$ cat src/rtl/alu_overflow_unit_if.sv
// EX-stage overflow unit bus: operand/control inputs from the pipeline,
// overflow flag, exception request and debug count back out.
interface alu_overflow_unit_if #(
  parameter int unsigned WIDTH = 32,
  parameter int unsigned CNT_W = 8
);
  logic             in_valid;
  logic [2:0]       alu_ctr;
  logic             trap_en;
  logic [WIDTH-1:0] a;
  logic [WIDTH-1:0] b;
  logic [WIDTH-1:0] result;
  logic [31:0]      pc;
  logic             stall;
  logic             flush;
  logic             exc_ack;
  logic             cnt_clr;
  logic             ovf;
  logic             exc_req;
  logic [31:0]      exc_pc;
  logic [CNT_W-1:0] ovf_count;

  // Pipeline / controller side
  modport master (
    output in_valid, alu_ctr, trap_en, a, b, result, pc,
           stall, flush, exc_ack, cnt_clr,
    input  ovf, exc_req, exc_pc, ovf_count
  );

  // Overflow unit side
  modport slave (
    input  in_valid, alu_ctr, trap_en, a, b, result, pc,
           stall, flush, exc_ack, cnt_clr,
    output ovf, exc_req, exc_pc, ovf_count
  );
endinterface

$ cat src/rtl/alu_overflow_unit.sv
// Signed overflow detector for the EX stage: registers the flag into
// EX/MEM, holds a trap request with the faulting PC until acknowledged,
// and keeps a saturating overflow event counter for debug.
module alu_overflow_unit #(
  parameter int unsigned WIDTH       = 32,
  parameter int unsigned CNT_W       = 8,
  parameter bit          TRAP_ON_SLT = 1'b0
) (
  input  logic                clk,
  input  logic                rst_n,
  alu_overflow_unit_if.slave  bus
);

  localparam logic [2:0]       OP_ADD  = 3'b010;
  localparam logic [2:0]       OP_SUB  = 3'b110;
  localparam logic [2:0]       OP_SLT  = 3'b111;
  localparam logic [CNT_W-1:0] CNT_MAX = '1;

  typedef enum logic {
    IDLE,
    PEND
  } state_t;

  state_t           state_q;
  state_t           state_d;
  logic             ovf_c;
  logic             accept;
  logic             trap;
  logic             pc_load;
  logic             ovf_q;
  logic [31:0]      exc_pc_q;
  logic [CNT_W-1:0] cnt_q;

  // Signed overflow from operand and result sign bits
  always_comb begin
    logic sa;
    logic sb;
    logic sr;
    sa    = bus.a[WIDTH-1];
    sb    = bus.b[WIDTH-1];
    sr    = bus.result[WIDTH-1];
    ovf_c = 1'b0;
    case (bus.alu_ctr)
      OP_ADD:         ovf_c = (sa == sb) && (sr != sa);
      OP_SUB, OP_SLT: ovf_c = (sa != sb) && (sr != sa);
      default:        ovf_c = 1'b0;
    endcase
  end

  // Instruction actually leaves EX this cycle; slt may be barred from trapping
  always_comb begin
    accept = bus.in_valid & ~bus.stall & ~bus.flush;
    trap   = accept & ovf_c & bus.trap_en &
             ((bus.alu_ctr != OP_SLT) | TRAP_ON_SLT);
  end

  // EX/MEM overflow flag: flush clears, stall holds
  always_ff @(posedge clk or negedge rst_n) begin
    if (!rst_n) begin
      ovf_q <= 1'b0;
    end else if (bus.flush) begin
      ovf_q <= 1'b0;
    end else if (!bus.stall) begin
      ovf_q <= bus.in_valid & ovf_c;
    end
  end

  // Exception FSM state register
  always_ff @(posedge clk or negedge rst_n) begin
    if (!rst_n) begin
      state_q <= IDLE;
    end else begin
      state_q <= state_d;
    end
  end

  // Next state; traps seen while PEND (ack cycle included) are dropped
  always_comb begin
    state_d = state_q;
    pc_load = 1'b0;
    case (state_q)
      IDLE: begin
        if (trap) begin
          state_d = PEND;
          pc_load = 1'b1;
        end
      end
      PEND: begin
        if (bus.exc_ack) begin
          state_d = IDLE;
        end
      end
      default: state_d = IDLE;
    endcase
  end

  // Faulting PC: captured only on the IDLE->PEND transition
  always_ff @(posedge clk or negedge rst_n) begin
    if (!rst_n) begin
      exc_pc_q <= '0;
    end else if (pc_load) begin
      exc_pc_q <= bus.pc;
    end
  end

  // Saturating overflow event counter, clear has priority
  always_ff @(posedge clk or negedge rst_n) begin
    if (!rst_n) begin
      cnt_q <= '0;
    end else if (bus.cnt_clr) begin
      cnt_q <= '0;
    end else if (accept && ovf_c && (cnt_q != CNT_MAX)) begin
      cnt_q <= cnt_q + 1'b1;
    end
  end

  assign bus.ovf       = ovf_q;
  assign bus.exc_req   = (state_q == PEND);
  assign bus.exc_pc    = exc_pc_q;
  assign bus.ovf_count = cnt_q;

endmodule

$ cat src/flat_wrapper.sv
// flat-port wrapper written by rule: the top's interface ports become plain ports
module alu_overflow_unit_flat 
#(
  parameter int unsigned WIDTH       = 32,
  parameter int unsigned CNT_W       = 8,
  parameter bit          TRAP_ON_SLT = 1'b0
)
  (clk, rst_n, bus_in_valid, bus_alu_ctr, bus_trap_en, bus_a, bus_b, bus_result, bus_pc, bus_stall, bus_flush, bus_exc_ack, bus_cnt_clr, bus_ovf, bus_exc_req, bus_exc_pc, bus_ovf_count);
  alu_overflow_unit_if #(.WIDTH(WIDTH), .CNT_W(CNT_W)) bus_i ();
  input  logic clk;
  input  logic rst_n;
  input wire logic [$bits(bus_i.in_valid)-1:0] bus_in_valid;
  input wire logic [$bits(bus_i.alu_ctr)-1:0] bus_alu_ctr;
  input wire logic [$bits(bus_i.trap_en)-1:0] bus_trap_en;
  input wire logic [$bits(bus_i.a)-1:0] bus_a;
  input wire logic [$bits(bus_i.b)-1:0] bus_b;
  input wire logic [$bits(bus_i.result)-1:0] bus_result;
  input wire logic [$bits(bus_i.pc)-1:0] bus_pc;
  input wire logic [$bits(bus_i.stall)-1:0] bus_stall;
  input wire logic [$bits(bus_i.flush)-1:0] bus_flush;
  input wire logic [$bits(bus_i.exc_ack)-1:0] bus_exc_ack;
  input wire logic [$bits(bus_i.cnt_clr)-1:0] bus_cnt_clr;
  output wire logic [$bits(bus_i.ovf)-1:0] bus_ovf;
  output wire logic [$bits(bus_i.exc_req)-1:0] bus_exc_req;
  output wire logic [$bits(bus_i.exc_pc)-1:0] bus_exc_pc;
  output wire logic [$bits(bus_i.ovf_count)-1:0] bus_ovf_count;
  assign bus_i.in_valid = bus_in_valid;
  assign bus_i.alu_ctr = bus_alu_ctr;
  assign bus_i.trap_en = bus_trap_en;
  assign bus_i.a = bus_a;
  assign bus_i.b = bus_b;
  assign bus_i.result = bus_result;
  assign bus_i.pc = bus_pc;
  assign bus_i.stall = bus_stall;
  assign bus_i.flush = bus_flush;
  assign bus_i.exc_ack = bus_exc_ack;
  assign bus_i.cnt_clr = bus_cnt_clr;
  assign bus_ovf = bus_i.ovf;
  assign bus_exc_req = bus_i.exc_req;
  assign bus_exc_pc = bus_i.exc_pc;
  assign bus_ovf_count = bus_i.ovf_count;
  alu_overflow_unit #(.WIDTH(WIDTH), .CNT_W(CNT_W), .TRAP_ON_SLT(TRAP_ON_SLT)) u_core (.clk(clk), .rst_n(rst_n), .bus(bus_i));
endmodule
$ cat config.mk
export PLATFORM = sky130hd
export DESIGN_NAME = alu_overflow_unit_flat
export DESIGN_NICKNAME = d
export VERILOG_FILES = /design/src/rtl/alu_overflow_unit_if.sv /design/src/rtl/alu_overflow_unit.sv /design/src/flat_wrapper.sv
export SDC_FILE = /design/constraint.sdc
export NUM_CORES = 1
export LEC_CHECK = 0
export CAP_MARGIN = 5
export CORE_MARGIN = 8
export CORE_UTILIZATION = 35
export CTS_CLUSTER_DIAMETER = 60
export CTS_CLUSTER_SIZE = 8
export DETAILED_ROUTE_END_ITERATION = 7
export DONT_BUFFER_PORTS = 1
export HOLD_SLACK_MARGIN = 0.15
export SKIP_CTS_REPAIR_TIMING = 1
export SYNTH_ARGS = -nofsm -noshare
export SYNTH_HDL_FRONTEND = slang
export SYNTH_SLANG_ARGS = --single-unit
$ cat constraint.sdc
create_clock -name clk -period 1.5 [get_ports clk]
set_clock_uncertainty 0.1 [all_clocks]
set_input_delay 0.15 -clock clk [delete_from_list [all_inputs] [get_ports clk]]
set_output_delay 0.15 -clock clk [all_outputs]
set_load 0.05 [all_outputs]
After elaboration in Yosys (flattened, before gate mapping)
Index checks and enable logic that the tools add are counted.
- order comparisons: 0
- eq/ne operators: 9
- divide/modulo/power cells: 0
- bitwise logic cells: 9
- shifts and indexed selects: 0
- muxes and demuxes: 9
- reduce and logical (&&, ||, !) cells: 6
- multipliers: 0
- $add $sub $neg: 1
- operator list (operator ; number):
    $mux W8 ; 2
    $add A8 B1 Y8 const B ; 1
    $ne A8 B8 Y1 const B ; 1
    $and A1 B1 Y1 ; 6
    $eq A3 B3 Y1 const B ; 2
    $mux W1 ; 5
    $logic_and A1 B1 Y1 ; 4
    $pmux W1 S2 ; 2
    $eq A3 B2 Y1 const B ; 1
    $ne A3 B3 Y1 const B ; 1
    $not A1 Y1 ; 3
    $ne A1 B1 Y1 ; 2
    $ne A2 B1 Y1 const B ; 1
    $reduce_bool A2 Y1 ; 1
    $reduce_or A2 Y1 ; 1
    $eq A1 B1 Y1 ; 1
- logic and storage cells: 38
- bits in latches: 0
- output and inout port bits: 42
- bits in registers: 42
- bits in writable memories: 0
- ROM bits: 0
- memories: 0
- input port bits: 139

Longest topological paths before layout
Gate-level depths: netlist of the first run.
- depth in word-level cells: 8
- mapped depth: 6
- gate-level depth less buffers: 5

Worst setup path after synthesis of the first run
OpenSTA, ideal clock, no wires.
- path type: register -> register
- start point: reg u_core.cnt_q[0], in the netlist u_core.bus.ovf_count[0]
- end point: reg u_core.cnt_q[2], in the netlist u_core.bus.ovf_count[2]
- setup slack: -0.426 ns
- setup time: 0.125 ns
- buffers on the path: 0
- cell stages (with the launch flop): 6
- data required time: 1.275 ns
- data arrival time: 1.701 ns
- period minus slack after synthesis: 1.926 ns
- cell sequence: dfrtp_1 ha_1 nand4_1 nor2_1 nor4b_1 mux2_2
- word-level cells in the longest chain between the ends: 3
- elaborated cells on any way between the ends: 6
- those cells by class: add/sub: 1; eq/ne: 1; mux: 2; reduce/logical: 2
- ends and longest elaborated chain (element ; line ; source):
    from (decl) ; alu_overflow_unit.sv:32 ; logic [CNT_W-1:0] cnt_q;
    from (signal assigned) ; alu_overflow_unit.sv:113 ; cnt_q <= cnt_q + 1'b1;
    $add A8 B1 Y8 or $ne A8 B8 Y1 (tied branches) ; alu_overflow_unit.sv:113, alu_overflow_unit.sv:112 ;
    $mux W8 or $logic_and A1 B1 Y1 (tied branches) ; alu_overflow_unit.sv:112 ; end else if (accept && ovf_c && (cnt_q != CNT_MAX)) begin
    $mux W8 or $reduce_bool A2 Y1 (tied branches) ; - ;
Several ways; a longest one is shown, not always the timed one. The select of a mux whose other input is x is not followed.
A chain may end at the register's enable or synchronous reset.

Worst setup path after layout of the first run
- start point: reg u_core.cnt_q[0], in the netlist u_core.bus.ovf_count[0]
- end point: reg u_core.cnt_q[7], in the netlist u_core.bus.ovf_count[7]
The elaborated chain is that of the path after synthesis.

==> results.py, run 1 <==
metrics = {
    "critical_path": {
        "cp.required_ps": 1630,
        "ff2ff_path_depth": 5,
        "crit_chain": "ha_4 > nand3_1 > o2111ai_1 > or4_1 > a21oi_2",
        "worst-path-max-fanout": 4,
        "reg2reg_to": "u_core.bus.ovf_count[7]$_DFFE_PN0P_",
        "setup.worst_path.end_class": "register",
        "arrival_ps": 1770,
        "max_stage_delay_ps": 450,
        "crit_type": "reg -> reg",
        "cpMaxStageDelayCell": "or4_1",
        "r2r-start": "u_core.bus.ovf_count[0]$_DFFE_PN0P_",
        "critPathLaunchType": "register",
        "regToRegSetupSlack_ps": -150,
        "critical_path.top_delay_family": "simple AND/OR/NAND/NOR gates",
        "worst-path-buf-inv": 0,
    },
    "power": {
        "p_switching_mw": 1.13,
        "ir_drop_uv": 445,
        "power.internal_mw": 2.10,
        "total_power_mw": 3.23,
        "p_seq_share_pct": 41.9,
        "pwr-share-clk_pct": 22.9,
        "power.leakage_nw": 1.46,
        "sw_frac_of_total_pct": 35.1,
        "power_density_nw_per_um2": 1010,
        "p_comb_share_pct": 35.2,
    },
    "detailed_routing": {
        "dr.pass1.iters": 4,
        "via_per_inst": 4.99,
        "routedWlPerCell_microns": 19.1,
        "routed_wl_microns": 5930,
        "drtIter0Drc": 40,
        "drcViolationCount": 0,
        "via_count": 1546,
        "antenna_left": 0,
    },
    "final_layout": {
        "diodes": 0,
        "drive_gt1_share_pct": 54.2,
        "final_nets": 379,
        "fillers": 363,
        "syn_to_final_growth_pct": 71.7,
    },
    "place": {
        "routabilityCongestion": 0.741,
        "dp_worst_setup_slack_ps": -181,
        "port-buffer-count": 0,
        "hpwlAfterDp_microns": 3790,
    },
    "die": {
        "initial_core_util_pct": 36.5,
        "fp.dieW_microns": 88.9,
        "die_area_sq_um": 7910,
        "die_height_microns": 88.9,
        "io_pins": 181,
        "rows": 26,
        "coreArea_sq_um": 5110,
    },
    "clock_network": {
        "numClockSinks": 42,
        "htree_num_levels": 2,
        "clk_latency_ps": 290,
        "clkTransAtPathRegs_ps": 80,
        "cts_buffers": 5,
        "cts_tree": "done",
        "clockBufferDepth": 2,
        "ctsRootBufferMaster": "clkbuf_8",
    },
    "global_route": {
        "grt_use_total_pct": 12.1,
        "grt_pass1_vias": 1454,
        "antenna_found_initial": 0,
        "grt_pass1_wl_microns": 7290,
        "grt_remaining_overflow": 0,
        "grt_max_degree": 43,
    },
    "logic_synthesis": {
        "synth_fp_nets": 274,
        "synth_cell_type_count": 37,
        "syn_area_sq_um": 1860,
        "postSynthAreaPerCell_sq_um": 13.9,
        "yosysWarnings": 0,
        "synth_edf_count": 0,
        "ys.flop_type": "dfrtp_1",
        "syn_inst": 134,
        "async_flop_share_pct": 100,
        "synth_seq_cells": 42,
        "synth-seq-area-share_pct": 56.5,
    },
    "sta": {
        "timing.final.ws_setup_ps": -146,
        "setup_viol": 38,
        "fmax_mhz": 608,
        "rsz0062_at_grt": "yes",
        "whs_ps": -198,
        "drv_slew": 0,
        "post-route-period-util_pct": 110,
        "tightest_slew_ps": 483,
        "layout_min_cycle_time_ps": 1650,
        "finalHoldViolations": 7,
        "worst_slew_margin_rel_pct": 67.8,
    },
    "status": {
        "status": "complete, but fails checks",
        "violations": "hold timing, setup timing",
    },
    "worst_hold_path": {
        "whs_path_depth": 1,
        "hold_start": "bus_cnt_clr",
        "hold_path_class": "in -> reg",
        "hold_path_end": "u_core.bus.ovf_count[6]$_DFFE_PN0P_",
    },
    "run": {
        "maxCapViolations": 0,
    },
}
[registers in the layout (all words and copies together), names as in the netlist]
register	flops
u_core.bus.ovf_count	8
u_core.bus.exc_pc	32
u_core.bus.ovf	1
u_core.bus.exc_req	1
[metrics by stage]
| stage | util (%) | cell area, sq um | hold WS, ps | std cells | TNS (ps) |
|---|---|---|---|---|---|
| floorplan | - | 1910 | -246 | 134 | -6850 |
| global placement | 46.7 | 2390 | -244 | 254 | -4720 |
| detailed placement | 46.7 | 2390 | -244 | 254 | -5950 |
| CTS | 48.5 | 2480 | -566 | 262 | -5190 |
| global route | 62.6 | 3200 | -220 | 310 | -4360 |
| finish | 62.6 | 3200 | -198 | 310 | -2150 |
[synth_stat cells (2+ instances only)]
library cell  instances  area (sq um)
a21oi_1               2          10.0
buf_6                 3          33.8
dfrtp_1              42          1050
inv_1                 2          7.51
mux2_1                3          33.8
mux2_2               32           360
nand2_1               4          15.0
nand2b_1              2          12.5
nand3_1               5          25.0
nor2_1                5          18.8
nor2b_1               4          25.0
nor4b_1               2          17.5
o41ai_1               3          26.3
or4_1                 2          15.0
[metal layers]
layer,GRT usage [%],part of all wire [%],up-vias
li1,-,-,702
met2,21.2,51,67
met5,0,0,-
met1,12.6,39,771
met3,5.42,8.9,6
met4,3.63,0.73,0
[cell usage in the layout, fill, tap and decap left out, drive strengths merged, types with 3 or more instances in the layout]
cell,synthesis,final
nand2,4,4
nand3,5,5
nor2b,4,4
buf,4,62
nor2,5,5
clkbuf,1,10
dlygate4sd3,0,38
o41ai,3,3
mux2,35,35
dfrtp,42,42
[power by group through the flow]
stage / combinational, mW / clock, mW / sequential [mW]
floorplan: 0.160 / 0 / 1.85
global placement: 0.925 / 0 / 1.35
detailed placement: 0.936 / 0 / 1.37
CTS: 0.936 / 0.771 / 1.34
global route: 1.19 / 0.814 / 1.37
finish: 1.14 / 0.740 / 1.35
[layout make-up]
cell class / instances / area [sq um] / share of cell area, %
inverter: 2 / 7.51 / 0.235
timing repair buffer: 103 / 986 / 30.8
sequential: 42 / 1060 / 33.1
multi-input combinational: 85 / 966 / 30.2
clock buffer: 7 / 86.3 / 2.70
tap: 70 / 87.6 / 2.74
clock inverter: 1 / 5.00 / 0.157
[kinds of logic (layout without fill, tap and decap cells)]
kind of cell | Yosys count | after routing | share of synthesized area, %
and+or+nand+nor | 31 | 31 | 10.2
muxes | 36 | 36 | 21.7
AOI/OAI and AO/OA | 15 | 15 | 6.79
xor gates and xnor gates | 2 | 2 | 1.34
buffers and inverters | 7 | 113 | 2.82
DFF | 42 | 42 | 56.5
adders and majority gates | 1 | 1 | 0.672
[how the worst max path moves through the flow]
stage,startpoint,to,cells past startpoint
after floorplan,u_core.bus.exc_req$_DFF_PN0_,u_core.bus.exc_pc[21]$_DFFE_PN0P_,5
after global placement,bus_stall,u_core.bus.exc_pc[10]$_DFFE_PN0P_,5
after detailed placement,bus_stall,u_core.bus.exc_pc[21]$_DFFE_PN0P_,5
after CTS,u_core.bus.ovf_count[1]$_DFFE_PN0P_,u_core.bus.ovf_count[3]$_DFFE_PN0P_,5
after global routing,u_core.bus.ovf_count[0]$_DFFE_PN0P_,u_core.bus.ovf_count[7]$_DFFE_PN0P_,5
final,u_core.bus.ovf_count[0]$_DFFE_PN0P_,u_core.bus.ovf_count[7]$_DFFE_PN0P_,5
Note: power is estimated with default switching activity, not from simulation.
==> run 2, diff against run 1 <==
PLACE_DENSITY = 0.54   (was not set)
==> results.py, run 2 (synthesis results as in run 1) <==
metrics = {
    "status": {
        "status": "complete, but fails checks",
        "violations": "hold timing, setup timing",
    },
    "sta": {
        "rsz0062_at_grt": "yes",
        "drv_slew": 0,
        "finalSetupTns_ps": -1560,
        "worst_slew_margin_rel_pct": 76.4,
        "layout_min_cycle_time_ps": 1610,
        "finalHoldViolations": 6,
        "timing.final.ws_setup_ps": -114,
        "tightest_slew_ps": 353,
        "setup_viol": 36,
        "fmax_mhz": 620,
        "whs_ps": -196,
        "post-route-period-util_pct": 108,
    },
    "power": {
        "ir_drop_uv": 524,
        "total_power_mw": 3.22,
        "power.leakage_nw": 1.47,
        "power_density_nw_per_um2": 1010,
    },
    "global_route": {
        "use_met2_pct": 21.1,
        "grt_use_met1_pct": 12.4,
        "grt_busiest_layer": "met2",
        "grt_pass1_vias": 1397,
        "grt_pass1_wl_microns": 7200,
        "grt.met3_usage_pct": 5.33,
        "grt_remaining_overflow": 0,
        "antenna_found_initial": 1,
        "grt_use_total_pct": 11.9,
        "grt_max_degree": 43,
    },
    "worst_hold_path": {
        "whs_path_depth": 1,
        "hold_path_end": "u_core.bus.ovf_count[7]$_DFFE_PN0P_",
        "hold_start": "bus_cnt_clr",
        "hold_path_class": "in -> reg",
    },
    "final_layout": {
        "syn_to_final_growth_pct": 70.6,
        "layout_common_cells": "buf_4, dlygate4sd3_1, dfrtp_1",
        "fillers": 379,
        "mostFrequentLayoutCell": "buf_4",
        "largest_reg_flops": 32,
        "final_nets": 381,
        "drive_gt1_share_pct": 55.4,
    },
    "clock_network": {
        "clockBufferDepth": 2,
        "cts_tree": "done",
        "numClockSinks": 42,
        "clk_latency_ps": 290,
        "htree_num_levels": 2,
        "clkTransAtPathRegs_ps": 80,
        "cts_buffers": 5,
        "ctsRootBufferMaster": "clkbuf_8",
    },
    "critical_path": {
        "arrival_ps": 1690,
        "cp.required_ps": 1580,
        "worst-path-max-fanout": 4,
        "critPathLaunchType": "register",
        "setup.worst_path.end_class": "register",
        "reg2reg_to": "u_core.bus.ovf_count[2]$_DFFE_PN0P_",
        "ff2ff_path_depth": 5,
        "crit_type": "reg -> reg",
        "regToRegSetupSlack_ps": -110,
        "r2r-start": "u_core.bus.ovf_count[1]$_DFFE_PN0P_",
    },
    "place": {
        "routabilityCongestion": 0.789,
        "port-buffer-count": 0,
        "hpwlAfterDp_microns": 3830,
    },
    "die": {
        "io_pins": 181,
        "initial_core_util_pct": 36.5,
        "rows": 26,
        "fp.dieW_microns": 88.9,
        "coreArea_sq_um": 5110,
        "die_area_sq_um": 7910,
        "die_height_microns": 88.9,
    },
    "run": {
        "maxCapViolations": 0,
    },
    "detailed_routing": {
        "dr.pass1.iters": 4,
        "routed_wl_microns": 6230,
        "drcViolationCount": 0,
        "routedWlPerCell_microns": 19.9,
        "drtIter0Drc": 56,
        "antenna_left": 0,
        "via_per_inst": 4.94,
        "via_count": 1546,
    },
}
run 2: cell count changes in the layout (fill, tap and decap cells not counted), sizes merged:
cell,previous run,this run
buf,62,67
clkbuf,10,8
dlygate4sd3,38,36
clkinv,1,2
diode,0,1
run 2: worst max-delay path: stages (launching register included):
cell and delay, ps:
dfrtp_2 440, ha_4 170, nand4_1 120, nor2_2 80, nor4b_2 230, mux2_2 360
run 2: cell type report:
type,instances,area (sq um),area share [%]
antenna,1,2.50,0.0788
clock buffer,6,72.6,2.29
clock inverter,2,13.8,0.433
inverter,2,7.51,0.236
multi-input combinational,85,968,30.5
sequential,42,1060,33.3
tap,70,87.6,2.76
timing repair buffer,105,965,30.4
run 2: through the flow:
| step | std cells | utilization, % | cell area, sq um | hold WS, ps | worst slack, ps |
|---|---|---|---|---|---|
| global route | 313 | 62.2 | 3180 | -210 | -188 |
| finish | 313 | 62.2 | 3180 | -196 | -114 |
| detailed placement | 259 | 47.2 | 2410 | -244 | -231 |
| CTS | 267 | 48.9 | 2500 | -566 | -195 |
| global placement | 259 | 47.2 | 2410 | -244 | -188 |
| floorplan | 134 | - | 1910 | -246 | -201 |
run 2: worst max-delay path by stage:
stage | startpoint | end | slack [ps] | cells after the start
global route | u_core.bus.ovf_count[0]$_DFFE_PN0P_ | u_core.bus.ovf_count[2]$_DFFE_PN0P_ | -190 | 5
global placement | bus_stall | u_core.bus.exc_pc[11]$_DFFE_PN0P_ | -190 | 5
finish | u_core.bus.ovf_count[1]$_DFFE_PN0P_ | u_core.bus.ovf_count[2]$_DFFE_PN0P_ | -110 | 5
CTS | u_core.bus.exc_req$_DFF_PN0_ | u_core.bus.exc_pc[21]$_DFFE_PN0P_ | -190 | 5
floorplan | u_core.bus.exc_req$_DFF_PN0_ | u_core.bus.exc_pc[21]$_DFFE_PN0P_ | -200 | 5
detailed placement | bus_a[31] | u_core.bus.exc_pc[21]$_DFFE_PN0P_ | -230 | 5
run 2: power by group:
part	total, mW	leakage [nW]	switching [mW]	internal (mW)
clock	0.720	0.0452	0.391	0.329
combinational	1.14	0.865	0.688	0.455
sequential	1.36	0.557	0.0880	1.27
total	3.22	1.47	1.17	2.05
run 2: metal layers:
metal	share of wire (%)	wire length, microns
met2	53	3320
met3	7.6	476
met4	1.5	91
met5	0	0
met1	38	2340
==> run 3, diff against run 2 <==
CAP_MARGIN = not set   (was 5)
CORE_ASPECT_RATIO = 2   (was not set)
CORE_MARGIN = not set   (was 8)
==> results.py, run 3 (synthesis results as in run 1) <==
metrics = {
    "status": {
        "status": "complete, but fails checks",
        "violations": "hold timing, setup timing",
    },
    "worst_hold_path": {
        "hold_start": "bus_cnt_clr",
        "hold_path_class": "in -> reg",
    },
    "die": {
        "die_height_microns": 105,
        "rows": 37,
        "die_area_sq_um": 5630,
        "coreArea_sq_um": 5140,
        "fp.dieW_microns": 53.6,
        "initial_core_util_pct": 36.2,
        "io_pins": 181,
    },
    "place": {
        "hpwlAfterDp_microns": 3180,
        "port-buffer-count": 0,
        "dp.cells": 245,
        "routabilityCongestion": 0.844,
    },
    "power": {
        "power.leakage_nw": 1.45,
        "ir_drop_uv": 900,
        "power_density_nw_per_um2": 1060,
        "total_power_mw": 3.34,
    },
    "final_layout": {
        "syn_to_final_growth_pct": 69.2,
        "drive_gt1_share_pct": 54.4,
        "final_nets": 376,
        "largest_reg_flops": 32,
        "layout_common_cells": "buf_4, dlygate4sd3_1, dfrtp_1",
        "mostFrequentLayoutCell": "buf_4",
        "final_util_pct": 61.3,
        "diodes": 0,
        "finalNonFillerCells": 295,
    },
    "critical_path": {
        "setup.worst_path.end_class": "register",
        "cpMaxStageDelayCell": "dfrtp_2",
        "regToRegSetupSlack_ps": -120,
        "max_stage_delay_ps": 440,
        "crit_type": "reg -> reg",
        "cp.required_ps": 1580,
        "crit_chain": "ha_4 > nand4_1 > nor2_2 > nor4b_2 > mux2_2",
        "ff2ff_path_depth": 5,
        "worst-path-max-fanout": 5,
        "r2r-start": "u_core.bus.ovf_count[1]$_DFFE_PN0P_",
        "arrival_ps": 1700,
        "worstSetupEndpoint": "u_core.bus.ovf_count[2]$_DFFE_PN0P_",
        "reg2reg_to": "u_core.bus.ovf_count[2]$_DFFE_PN0P_",
        "critPathLaunchType": "register",
        "setup.worst_path.start": "u_core.bus.ovf_count[1]$_DFFE_PN0P_",
    },
    "global_route": {
        "grt_remaining_overflow": 0,
        "grt_pass1_vias": 1371,
        "grt_max_degree": 43,
        "grt_pass1_wl_microns": 6280,
        "grt_use_total_pct": 15.5,
        "antenna_found_initial": 0,
    },
    "clock_network": {
        "clockBufferDepth": 2,
        "htree_num_levels": 2,
        "numClockSinks": 42,
        "clkTransAtPathRegs_ps": 80,
        "cts_buffers": 5,
        "clk_latency_ps": 290,
        "ctsRootBufferMaster": "clkbuf_8",
        "cts_tree": "done",
    },
    "sta": {
        "fmax_mhz": 616,
        "whs_ps": -195,
        "drv_slew": 0,
        "setup_viol": 36,
        "post-route-period-util_pct": 108,
        "tightest_slew_ps": 313,
        "timing.final.ws_setup_ps": -124,
        "worst_slew_margin_rel_pct": 79.1,
        "finalHoldViolations": 8,
        "rsz0062_at_grt": "yes",
        "finalSetupTns_ps": -1590,
        "layout_min_cycle_time_ps": 1620,
    },
    "detailed_routing": {
        "routedWlPerCell_microns": 17.8,
        "drcViolationCount": 0,
        "antenna_left": 0,
        "via_per_inst": 5.14,
        "via_count": 1517,
        "routed_wl_microns": 5250,
        "dr.pass1.iters": 3,
        "drtIter0Drc": 19,
    },
    "run": {
        "maxCapViolations": 0,
    },
}
-- run 3: stage by stage --
step,area (sq um),setup WS [ps]
floorplan,1910,-201
global placement,2380,-173
detailed placement,2380,-208
CTS,2490,-161
global route,3150,-165
finish,3150,-124
-- run 3: worst max-delay path, delay by kind of cell, from the launching register on --
family	cells	cell delay [ps]
AND/OR/NAND/NOR	3	440
multiplexers	1	360
flip-flops	1	440
adder cells (fa/ha/maj)	1	170
-- run 3: worst min-delay path by stage --
stage	to	slack, ps	cells past startpoint
3_5_place_dp	u_core.bus.exc_pc[12]$_DFFE_PN0P_	-240	0
6_report	u_core.bus.ovf_count[7]$_DFFE_PN0P_	-190	1
3_3_place_gp	u_core.bus.exc_pc[19]$_DFFE_PN0P_	-240	0
4_1_cts	u_core.bus.exc_pc[3]$_DFFE_PN0P_	-560	0
5_1_grt	u_core.bus.ovf_count[7]$_DFFE_PN0P_	-210	1
2_1_floorplan	u_core.bus.exc_pc[0]$_DFFE_PN0P_	-250	0
-- run 3: layout make-up --
cell class | count | area, sq um
Clock buffer | 7 | 76.3
Inverter | 2 | 7.51
Fill cell | 391 | 1990
Multi-Input combinational cell | 85 | 965
Sequential cell | 42 | 1060
Clock inverter | 1 | 30.0
Timing Repair Buffer | 100 | 941
Tap cell | 58 | 72.6
-- run 3: report_power, final --
part           switching, mW  total [mW]  internal (mW)
Clock                  0.372       0.870          0.498
Sequential            0.0795        1.35           1.27
Combinational          0.675        1.12          0.450
-- run 3: routing by layer --
metal	vias to the layer above	part of all wire [%]	track usage (%)
li1	695	-	-
met1	744	37	16.0
met2	73	54	26.2
met3	5	8.0	6.70
met4	0	1.1	5.83
met5	-	0	0
